$ cat src/rtl/multdiv_arb_pkg.sv
// Shared types and constants for the multdiv arbiter.
// State encoding, op encoding and default datapath width.
package multdiv_arb_pkg;

  typedef enum logic [1:0] {
    ST_IDLE  = 2'd0,
    ST_ISSUE = 2'd1,
    ST_WAIT  = 2'd2,
    ST_RESP  = 2'd3
  } state_e;

  localparam logic OP_MULT = 1'b0;
  localparam logic OP_DIV  = 1'b1;

  localparam int DEFAULT_WIDTH = 32;

endpackage

$ cat src/rtl/rr_arbiter.sv
// Combinational round-robin pick: first requester at or after ptr.
// Ports: req_valid, ptr in; gnt_oh, gnt_idx, gnt_any out.
module rr_arbiter #(
  parameter int N  = 2,
  parameter int PW = $clog2(N)
) (
  input  logic [N-1:0]  req_valid,
  input  logic [PW-1:0] ptr,
  output logic [N-1:0]  gnt_oh,
  output logic [PW-1:0] gnt_idx,
  output logic          gnt_any
);

  logic [PW-1:0] j;

  always_comb begin
    gnt_oh  = '0;
    gnt_idx = '0;
    gnt_any = 1'b0;
    j       = '0;
    for (int k = 0; k < N; k++) begin
      j = PW'((int'(ptr) + k) % N);
      if (!gnt_any && req_valid[j]) begin
        gnt_any    = 1'b1;
        gnt_oh[j]  = 1'b1;
        gnt_idx    = j;
      end
    end
  end

endmodule

$ cat src/rtl/multdiv_arbiter.sv
// Shares one multdiv unit among N_REQ requesters, round-robin.
// Ports: req_* / resp_* per requester, md_* to multdiv, busy.
module multdiv_arbiter
  import multdiv_arb_pkg::*;
#(
  parameter int N_REQ   = 2,
  parameter int WIDTH   = DEFAULT_WIDTH,
  parameter int TIMEOUT = 64
) (
  input  logic               clock,
  input  logic               reset,
  input  logic [N_REQ-1:0]   req_valid,
  input  logic [N_REQ-1:0]   req_op,
  input  logic [N_REQ*WIDTH-1:0] req_a,
  input  logic [N_REQ*WIDTH-1:0] req_b,
  output logic [N_REQ-1:0]   req_ready,
  output logic [N_REQ-1:0]   resp_valid,
  input  logic [N_REQ-1:0]   resp_ready,
  output logic [WIDTH-1:0]   resp_result,
  output logic               resp_except,
  output logic [WIDTH-1:0]   md_operandA,
  output logic [WIDTH-1:0]   md_operandB,
  output logic               md_ctrl_Mult,
  output logic               md_ctrl_Div,
  input  logic [WIDTH-1:0]   md_result,
  input  logic               md_except,
  input  logic               md_ready,
  output logic               busy
);

  localparam int PW = $clog2(N_REQ);
  localparam int CW = $clog2(TIMEOUT);

  state_e state_q, state_d;
  logic [PW-1:0] ptr_q, ptr_d;
  logic [PW-1:0] gnt_q, gnt_d;
  logic op_q, op_d;
  logic [WIDTH-1:0] opa_q, opa_d;
  logic [WIDTH-1:0] opb_q, opb_d;
  logic [WIDTH-1:0] res_q, res_d;
  logic exc_q, exc_d;
  logic [CW-1:0] wd_q, wd_d;

  logic [N_REQ-1:0] gnt_oh;
  logic [PW-1:0]    gnt_idx;
  logic             gnt_any;

  rr_arbiter #(.N(N_REQ), .PW(PW)) u_arb (
    .req_valid (req_valid),
    .ptr       (ptr_q),
    .gnt_oh    (gnt_oh),
    .gnt_idx   (gnt_idx),
    .gnt_any   (gnt_any)
  );

  always_comb begin
    state_d = state_q;
    ptr_d   = ptr_q;
    gnt_d   = gnt_q;
    op_d    = op_q;
    opa_d   = opa_q;
    opb_d   = opb_q;
    res_d   = res_q;
    exc_d   = exc_q;
    wd_d    = wd_q;
    unique case (state_q)
      ST_IDLE: begin
        if (gnt_any) begin
          gnt_d = gnt_idx;
          for (int i = 0; i < N_REQ; i++) begin
            if (gnt_idx == PW'(i)) begin
              op_d  = req_op[i];
              opa_d = req_a[i*WIDTH +: WIDTH];
              opb_d = req_b[i*WIDTH +: WIDTH];
            end
          end
          ptr_d = (gnt_idx == PW'(N_REQ - 1))
                  ? '0 : gnt_idx + 1'b1;
          state_d = ST_ISSUE;
        end
      end
      ST_ISSUE: begin
        wd_d    = '0;
        state_d = ST_WAIT;
      end
      ST_WAIT: begin
        // md_ready beats the watchdog on the abort cycle
        if (md_ready) begin
          res_d   = md_result;
          exc_d   = md_except;
          state_d = ST_RESP;
        end else if (wd_q == CW'(TIMEOUT - 1)) begin
          res_d   = '0;
          exc_d   = 1'b1;
          state_d = ST_RESP;
        end else begin
          wd_d = wd_q + 1'b1;
        end
      end
      ST_RESP: begin
        if (resp_ready[gnt_q]) state_d = ST_IDLE;
      end
      default: state_d = ST_IDLE;
    endcase
  end

  always_ff @(posedge clock or posedge reset) begin
    if (reset) begin
      state_q <= ST_IDLE;
      ptr_q   <= '0;
      gnt_q   <= '0;
      op_q    <= 1'b0;
      opa_q   <= '0;
      opb_q   <= '0;
      res_q   <= '0;
      exc_q   <= 1'b0;
      wd_q    <= '0;
    end else begin
      state_q <= state_d;
      ptr_q   <= ptr_d;
      gnt_q   <= gnt_d;
      op_q    <= op_d;
      opa_q   <= opa_d;
      opb_q   <= opb_d;
      res_q   <= res_d;
      exc_q   <= exc_d;
      wd_q    <= wd_d;
    end
  end

  // reset gates the combinational grant so all outputs read 0
  assign req_ready = (state_q == ST_IDLE && !reset)
                     ? gnt_oh : '0;

  always_comb begin
    resp_valid = '0;
    if (state_q == ST_RESP) resp_valid[gnt_q] = 1'b1;
  end

  assign md_ctrl_Mult = (state_q == ST_ISSUE) && (op_q == OP_MULT);
  assign md_ctrl_Div  = (state_q == ST_ISSUE) && (op_q == OP_DIV);
  assign md_operandA  = opa_q;
  assign md_operandB  = opb_q;
  assign resp_result  = res_q;
  assign resp_except  = exc_q;
  assign busy         = (state_q != ST_IDLE);

endmodule

$ cat config.mk
export PLATFORM = sky130hd
export DESIGN_NAME = multdiv_arbiter
export DESIGN_NICKNAME = d
export VERILOG_FILES = /design/src/rtl/multdiv_arb_pkg.sv /design/src/rtl/rr_arbiter.sv /design/src/rtl/multdiv_arbiter.sv
export SDC_FILE = /design/constraint.sdc
export NUM_CORES = 1
export LEC_CHECK = 0
export ABC_AREA = 1
export BUFFER_PORTS_ARGS = -buffer_cell sky130_fd_sc_hd__buf_2
export CAP_MARGIN = 5
export CELL_PAD_IN_SITES_DETAIL_PLACEMENT = 0
export CELL_PAD_IN_SITES_GLOBAL_PLACEMENT = 1
export CORE_UTILIZATION = 33
export CTS_CLUSTER_DIAMETER = 60
export DETAILED_ROUTE_END_ITERATION = 8
export HOLD_SLACK_MARGIN = 0.05
export PLACE_DENSITY = 0.91
export RECOVER_POWER = 100
export SLEW_MARGIN = 20
export SYNTH_ARGS = -nofsm -noshare
export SYNTH_HDL_FRONTEND = slang
export SYNTH_SLANG_ARGS = --single-unit
$ cat constraint.sdc
create_clock -name clock -period 5.5 [get_ports clock]
set_clock_uncertainty 0.05 [all_clocks]
set_input_delay 0.275 -clock clock [delete_from_list [all_inputs] [get_ports clock]]
set_output_delay 0.275 -clock clock [all_outputs]
set_load 0.05 [all_outputs]
==> results of run 1 <==
per-stage QoR:
| step | util, % | worst slack (ns) | instance area, sq um | power (mW) |
|---|---|---|---|---|
| after global placement | 44.6 | 3.22 | 6280 | 4.00 |
| final | 45.7 | 1.98 | 6440 | 4.61 |
| after CTS | 46.9 | 2.86 | 6610 | 4.76 |
| after detailed placement | 44.6 | 3.17 | 6280 | 4.03 |
| after floorplan | - | 2.33 | 4830 | 3.39 |
| after global routing | 45.7 | 1.51 | 6440 | 4.93 |
logic make-up (layout without fill, tap and decap cells):
family / count (synthesis) / count (layout) / synth area share, %
buffers and inverters: 58 / 319 / 5.91
AO/OA/AOI/OAI: 5 / 5 / 0.596
flip-flops: 108 / 108 / 56.0
adder cells (fa/ha/maj): 6 / 6 / 1.55
AND/OR/NAND/NOR: 416 / 416 / 35.6
other: 0 / 2 / 0
XOR/XNOR: 2 / 2 / 0.363
cell type report:
type | instances | area (sq um)
Tap cell | 180 | 225
Sequential cell | 108 | 2700
Clock buffer | 10 | 239
Timing Repair Buffer | 278 | 1260
Inverter | 25 | 95.1
Fill cell | 1533 | 7650
Antenna cell | 2 | 5.00
Clock inverter | 6 | 86.3
Multi-Input combinational cell | 429 | 1830
worst paths after layout:
check | end | slack, ns | cells after the start
setup / recovery | md_operandB[6] | 1.98 | 6
hold / removal | md_operandA[16] | 0.08 | 3
setup reg to reg | md_operandB[6] | 1.98 | 6
hold reg to reg | resp_result[9] | 0.42 | 2
max in group asynchronous | md_operandA[4] | 2.49 | 3
min in group asynchronous | ptr_q | 0.69 | 2
synthesized netlist by cell type:
master	instances
inv_1	23
nand3_1	110
buf_6	6
buf_4	1
nand2_1	292
inv_2	2
xor2_1	2
nand2_2	1
or2_2	2
o21ai_0	4
dfrtp_1	108
o21ai_2	1
ha_1	6
nand3_2	1
nor2_1	7
nand4_1	1
nor3_1	1
nor2_2	1
buf_2	15
buf_1	2
clkbuf_1	9
routing by layer:
metal,track usage (%),vias to the layer above
met3,4.57,11
met5,0,-
met4,6.86,0
li1,-,2383
met2,31.6,174
met1,24.4,2169
state kept, by name, summed over array words and instances, names as in the netlist:
signal	flops
resp_result	32
ptr_q	1
op_q	1
resp_except	1
gnt_q	1
md_operandA	32
state_q	2
md_operandB	32
wd_q	6
worst reg2reg max path: cells and delay by family (launching register included):
kind / cells / cell delay, ns
AND/OR/NAND/NOR: 2 / 0.43
adder cells (fa/ha/maj): 1 / 0.22
buffers and inverters: 2 / 2.23
AO/OA/AOI/OAI: 1 / 0.11
flip-flops: 1 / 0.40
where the power goes:
part           switching, mW  internal, mW
clock network          0.300         0.413
logic                   2.01         0.493
registers              0.218          1.17
==> results.toml, run 1 <==
[clock_tree]
cts_hold_buf = 0
clk_pin_slew_ns = 0.07
htree_levels = 3
clockBufferDepth = 2
post-cts-setup-buffers = 0
clkLatencyLatePin_ns = 0.34
cts_tree = "built"
numCtsBuffers = 9
ctsResizeCount = 0
cts-root-buf = "clkbuf_16"
numClockSinks = 108

[place]
hpwlAfterDp_mm = 10.3
port_buffers = 273
globalplace.congestion = 0.752
place_inst = 1020

[power]
peakVddDrop_uv = 298
p_leak_nw = 3.46
powerDensity_nw_per_um2 = 716

[die]
die_h_um = 123
die_w_um = 123
initial_utilization_pct = 34.3
die_area_sq_um = 15100
num_rows = 43
io_pins = 274
core_sq_um = 14100

[cells_and_area]
drive_above_1_share_pct = 22.3
stdcell_count = 1038
mostFrequentLayoutCell = "nand2_1"
final_cell_mix = "293 x nand2_1, 168 x buf_2, 111 x nand3_1"
synthToLayoutAreaGrowth_pct = 33.4
layout.nets = 1027

[routing]
wire_per_inst_um = 13.9
drt_iter0_drc = 185
highest_layer = "met4"
wl_met1_mm = 6.28
num_vias = 4737
drc_errors = 0
wl_met3_mm = 1.06
final_antenna_net_count = 0
drtPass1Iterations = 4
via_per_inst = 4.56
wirelength_mm = 14.5
met2_length_mm = 6.94

[status]
outcome = "finished, violations left"
failed_checks = "max-capacitance violations, max-slew violations"

[timing]
timing.fmax_mhz = 284
worst_pin_slew_ns = 3.01
finalSetupTns_ns = 0
hold_ws_ns = 0.0809
layout_min_cycle_time_ns = 3.52
slew_violations = 149
hold_viol = 0
finalSetupViolations = 0
fin_crit_sh_pct = 64.1
rsz0062_at_grt = "false"
slew-limit-headroom_pct = -100

[worst_setup_path]
worstPathMaxFanout = 65
reg2reg_from = "state_q[0]"
path_cells = "inv_1 -> ha_1 -> o21ai_0 -> clkbuf_1 -> nand2_1 -> nand3_1"
worstPathRequired_ns = 5.71
end_kind = "flip-flop"
path_delay_family = "buffers and inverters"
worstSetupStartpoint = "state_q[0]"
cp_data_arrival_time_ns = 3.74
start_kind = "flip-flop"
slowest_stage = "clkbuf_1"
crit_buf_inv = 2
critical_path_class = "flip-flop to flip-flop"
max_stage_delay_ns = 2.14

[global_route]
grt_use_total_pct = 19.1
grt_pass1_vias = 4460
grt_max_degree = 66
overflow = 0
antenna_found_initial = 2
grt_pass1_wl_mm = 22.2

[hold_path]
hold_class = "input pin to flip-flop"
hold_start = "req_a[16]"

[logic_synthesis]
yosysTopAreaCell = "dfrtp_1"
synth_cell_type_count = 21
yosysTopAreaCellShare_pct = 56.0
synthCells = 595
synth_fp_nets = 771
synthTopCellsByArea = "dfrtp_1 56%, nand2_1 23%, nand3_1 11%, inv_1 1.8%, buf_2 1.6%"
synth.avg_cell_area_sq_um = 8.11
syn_area_sq_um = 4830
yosys_warnings = 0
synth-seq-cells = 108
yosysSeqAreaShare_pct = 56.0

[run]
maxCapViolCount = 3
No activity file was read; power rests on OpenSTA's default activity.
==> inputs of run 2 (changes only) <==
--- a/config.mk
+++ b/config.mk
@@ -5,16 +5,16 @@
 export SDC_FILE = /design/constraint.sdc
 export NUM_CORES = 1
 export LEC_CHECK = 0
-export ABC_AREA = 1
+export ABC_AREA = 0
 export BUFFER_PORTS_ARGS = -buffer_cell sky130_fd_sc_hd__buf_2
 export CAP_MARGIN = 5
 export CELL_PAD_IN_SITES_DETAIL_PLACEMENT = 0
 export CELL_PAD_IN_SITES_GLOBAL_PLACEMENT = 1
-export CORE_UTILIZATION = 33
+export CORE_UTILIZATION = 32
 export CTS_CLUSTER_DIAMETER = 60
 export DETAILED_ROUTE_END_ITERATION = 8
 export HOLD_SLACK_MARGIN = 0.05
-export PLACE_DENSITY = 0.91
+export PLACE_DENSITY = 0.85
 export RECOVER_POWER = 100
 export SLEW_MARGIN = 20
 export SYNTH_ARGS = -nofsm -noshare
==> constraint.sdc (replaced) <==
create_clock -name clock -period 3.35 [get_ports clock]
set_clock_uncertainty 0.05 [all_clocks]
set_input_delay 0.1675 -clock clock [delete_from_list [all_inputs] [get_ports clock]]
set_output_delay 0.1675 -clock clock [all_outputs]
set_load 0.05 [all_outputs]
==> run 2 against run 1 <==
Net effect: synthesized cell count fell by 39%; area after synthesis shrank 6.7%; the run now fails in 4_1_cts.
==> results.toml, run 2 <==
[clock_tree]
clockBufferDepth = 2
cts_hold_buf = 162
numClockSinks = 108
htree_levels = 3
ctsResizeCount = 0
post-cts-setup-buffers = 0
numCtsBuffers = 9
cts-root-buf = "clkbuf_16"

[logic_synthesis]
synth.avg_cell_area_sq_um = 12.3
yosysTopAreaCellShare_pct = 60.0
synthCells = 365
yosys_warnings = 0
synth_fp_nets = 541
synth-main-ff-cell = "dfrtp_1"
synth_cell_type_count = 35
yosysMostFrequentCell = "dfrtp_1"
synth-edff-count = 0
syn_area_sq_um = 4510
yosysSeqAreaShare_pct = 60.0
synthTopCellsByCount = "108 x dfrtp_1, 74 x inv_1, 65 x a222oi_1"
async_reset_ff_share_pct = 100
yosysTopAreaCell = "dfrtp_1"
synth-seq-cells = 108
synthTopCellsByArea = "dfrtp_1 60%, a222oi_1 14%, a22o_1 6.2%, inv_1 6.2%, ha_1 1.7%"

[die]
die_h_um = 121
initial_utilization_pct = 33.4
num_rows = 42
die_w_um = 121
io_pins = 274

[status]
stop_stage = "4_1_cts"
outcome = "stopped before the end"
error = "[ERROR RSZ-0060] Max buffer count reached."

[place]
port_buffers = 273
hpwlAfterDp_mm = 9.53
place_inst = 792
globalplace.congestion = 0.829
==> run 2: changes by cell type after synthesis, sizes merged, moves of 3 or more <==
cell / before / now
nand3: 111 / 1
nor2b: 0 / 3
a22o: 0 / 32
and2: 0 / 5
buf: 24 / 19
a21oi: 0 / 5
nand2: 293 / 5
a222oi: 0 / 65
inv: 25 / 74
==> run 2: logic make-up after synthesis <==
| kind of cell | synth area share (%) |
|---|---|
| AO/OA/AOI/OAI | 23.9 |
| flip-flops | 60.0 |
| buffers and inverters | 10.2 |
| multiplexers | 0.777 |
| adder cells (fa/ha/maj) | 1.67 |
| AND/OR/NAND/NOR | 3.55 |
==> run 2: stage by stage <==
stage               setup WS (ns)  cell area, sq um
floorplan                  0.0541              4510
global placement             1.17              6010
detailed placement           1.05              6010
==> inputs of run 3 (changes only) <==
--- a/config.mk
+++ b/config.mk
@@ -8,13 +8,9 @@
 export ABC_AREA = 0
 export BUFFER_PORTS_ARGS = -buffer_cell sky130_fd_sc_hd__buf_2
 export CAP_MARGIN = 5
-export CELL_PAD_IN_SITES_DETAIL_PLACEMENT = 0
-export CELL_PAD_IN_SITES_GLOBAL_PLACEMENT = 1
-export CORE_UTILIZATION = 32
-export CTS_CLUSTER_DIAMETER = 60
+export CORE_UTILIZATION = 40
 export DETAILED_ROUTE_END_ITERATION = 8
-export HOLD_SLACK_MARGIN = 0.05
-export PLACE_DENSITY = 0.85
+export PLACE_DENSITY_LB_ADDON = 0.15
 export RECOVER_POWER = 100
 export SLEW_MARGIN = 20
 export SYNTH_ARGS = -nofsm -noshare
==> run 3 against run 2 <==
Net effect: the flow again stops in 4_1_cts; synthesized cell count unchanged; area after synthesis did not move.
==> results.toml, run 3 <==
[clock_tree]
numCtsBuffers = 9
numClockSinks = 108
ctsResizeCount = 0
clockBufferDepth = 2
htree_levels = 3
post-cts-setup-buffers = 0
cts_hold_buf = 156
cts-root-buf = "clkbuf_8"

[logic_synthesis]
synth-seq-cells = 108
synth_cell_type_count = 35
yosysTopAreaCellShare_pct = 60.0
async_reset_ff_share_pct = 100
yosysSeqAreaShare_pct = 60.0
synth-edff-count = 0
yosysMostFrequentCell = "dfrtp_1"
synthCells = 365
yosysTopAreaCell = "dfrtp_1"
synth-main-ff-cell = "dfrtp_1"
synthTopCellsByArea = "dfrtp_1 60%, a222oi_1 14%, a22o_1 6.2%, inv_1 6.2%, ha_1 1.7%"
synth.avg_cell_area_sq_um = 12.3
yosys_warnings = 0
syn_area_sq_um = 4510
synthTopCellsByCount = "108 x dfrtp_1, 74 x inv_1, 65 x a222oi_1"
synth_fp_nets = 541

[die]
die_h_um = 108
io_pins = 274
num_rows = 38
die_w_um = 108
initial_utilization_pct = 41.4

[status]
outcome = "stopped before the end"
error = "[ERROR RSZ-0060] Max buffer count reached."
stop_stage = "4_1_cts"

[place]
port_buffers = 273
globalplace.congestion = 0.801
hpwlAfterDp_mm = 9.17
run 3: logic make-up after synthesis:
logic type               synth area share, %
adder cells (fa/ha/maj)                 1.67
flip-flops                              60.0
AO/OA/AOI/OAI                           23.9
AND/OR/NAND/NOR                         3.55
buffers and inverters                   10.2
multiplexers                           0.777
run 3: per-stage QoR:
step	area [sq um]	hold slack (ns)	util (%)	setup WS, ns	cells
after floorplan	4510	0.250	-	0.0541	365
after detailed placement	5960	0.200	54.7	1.13	756
after global placement	5960	0.194	54.7	1.25	756
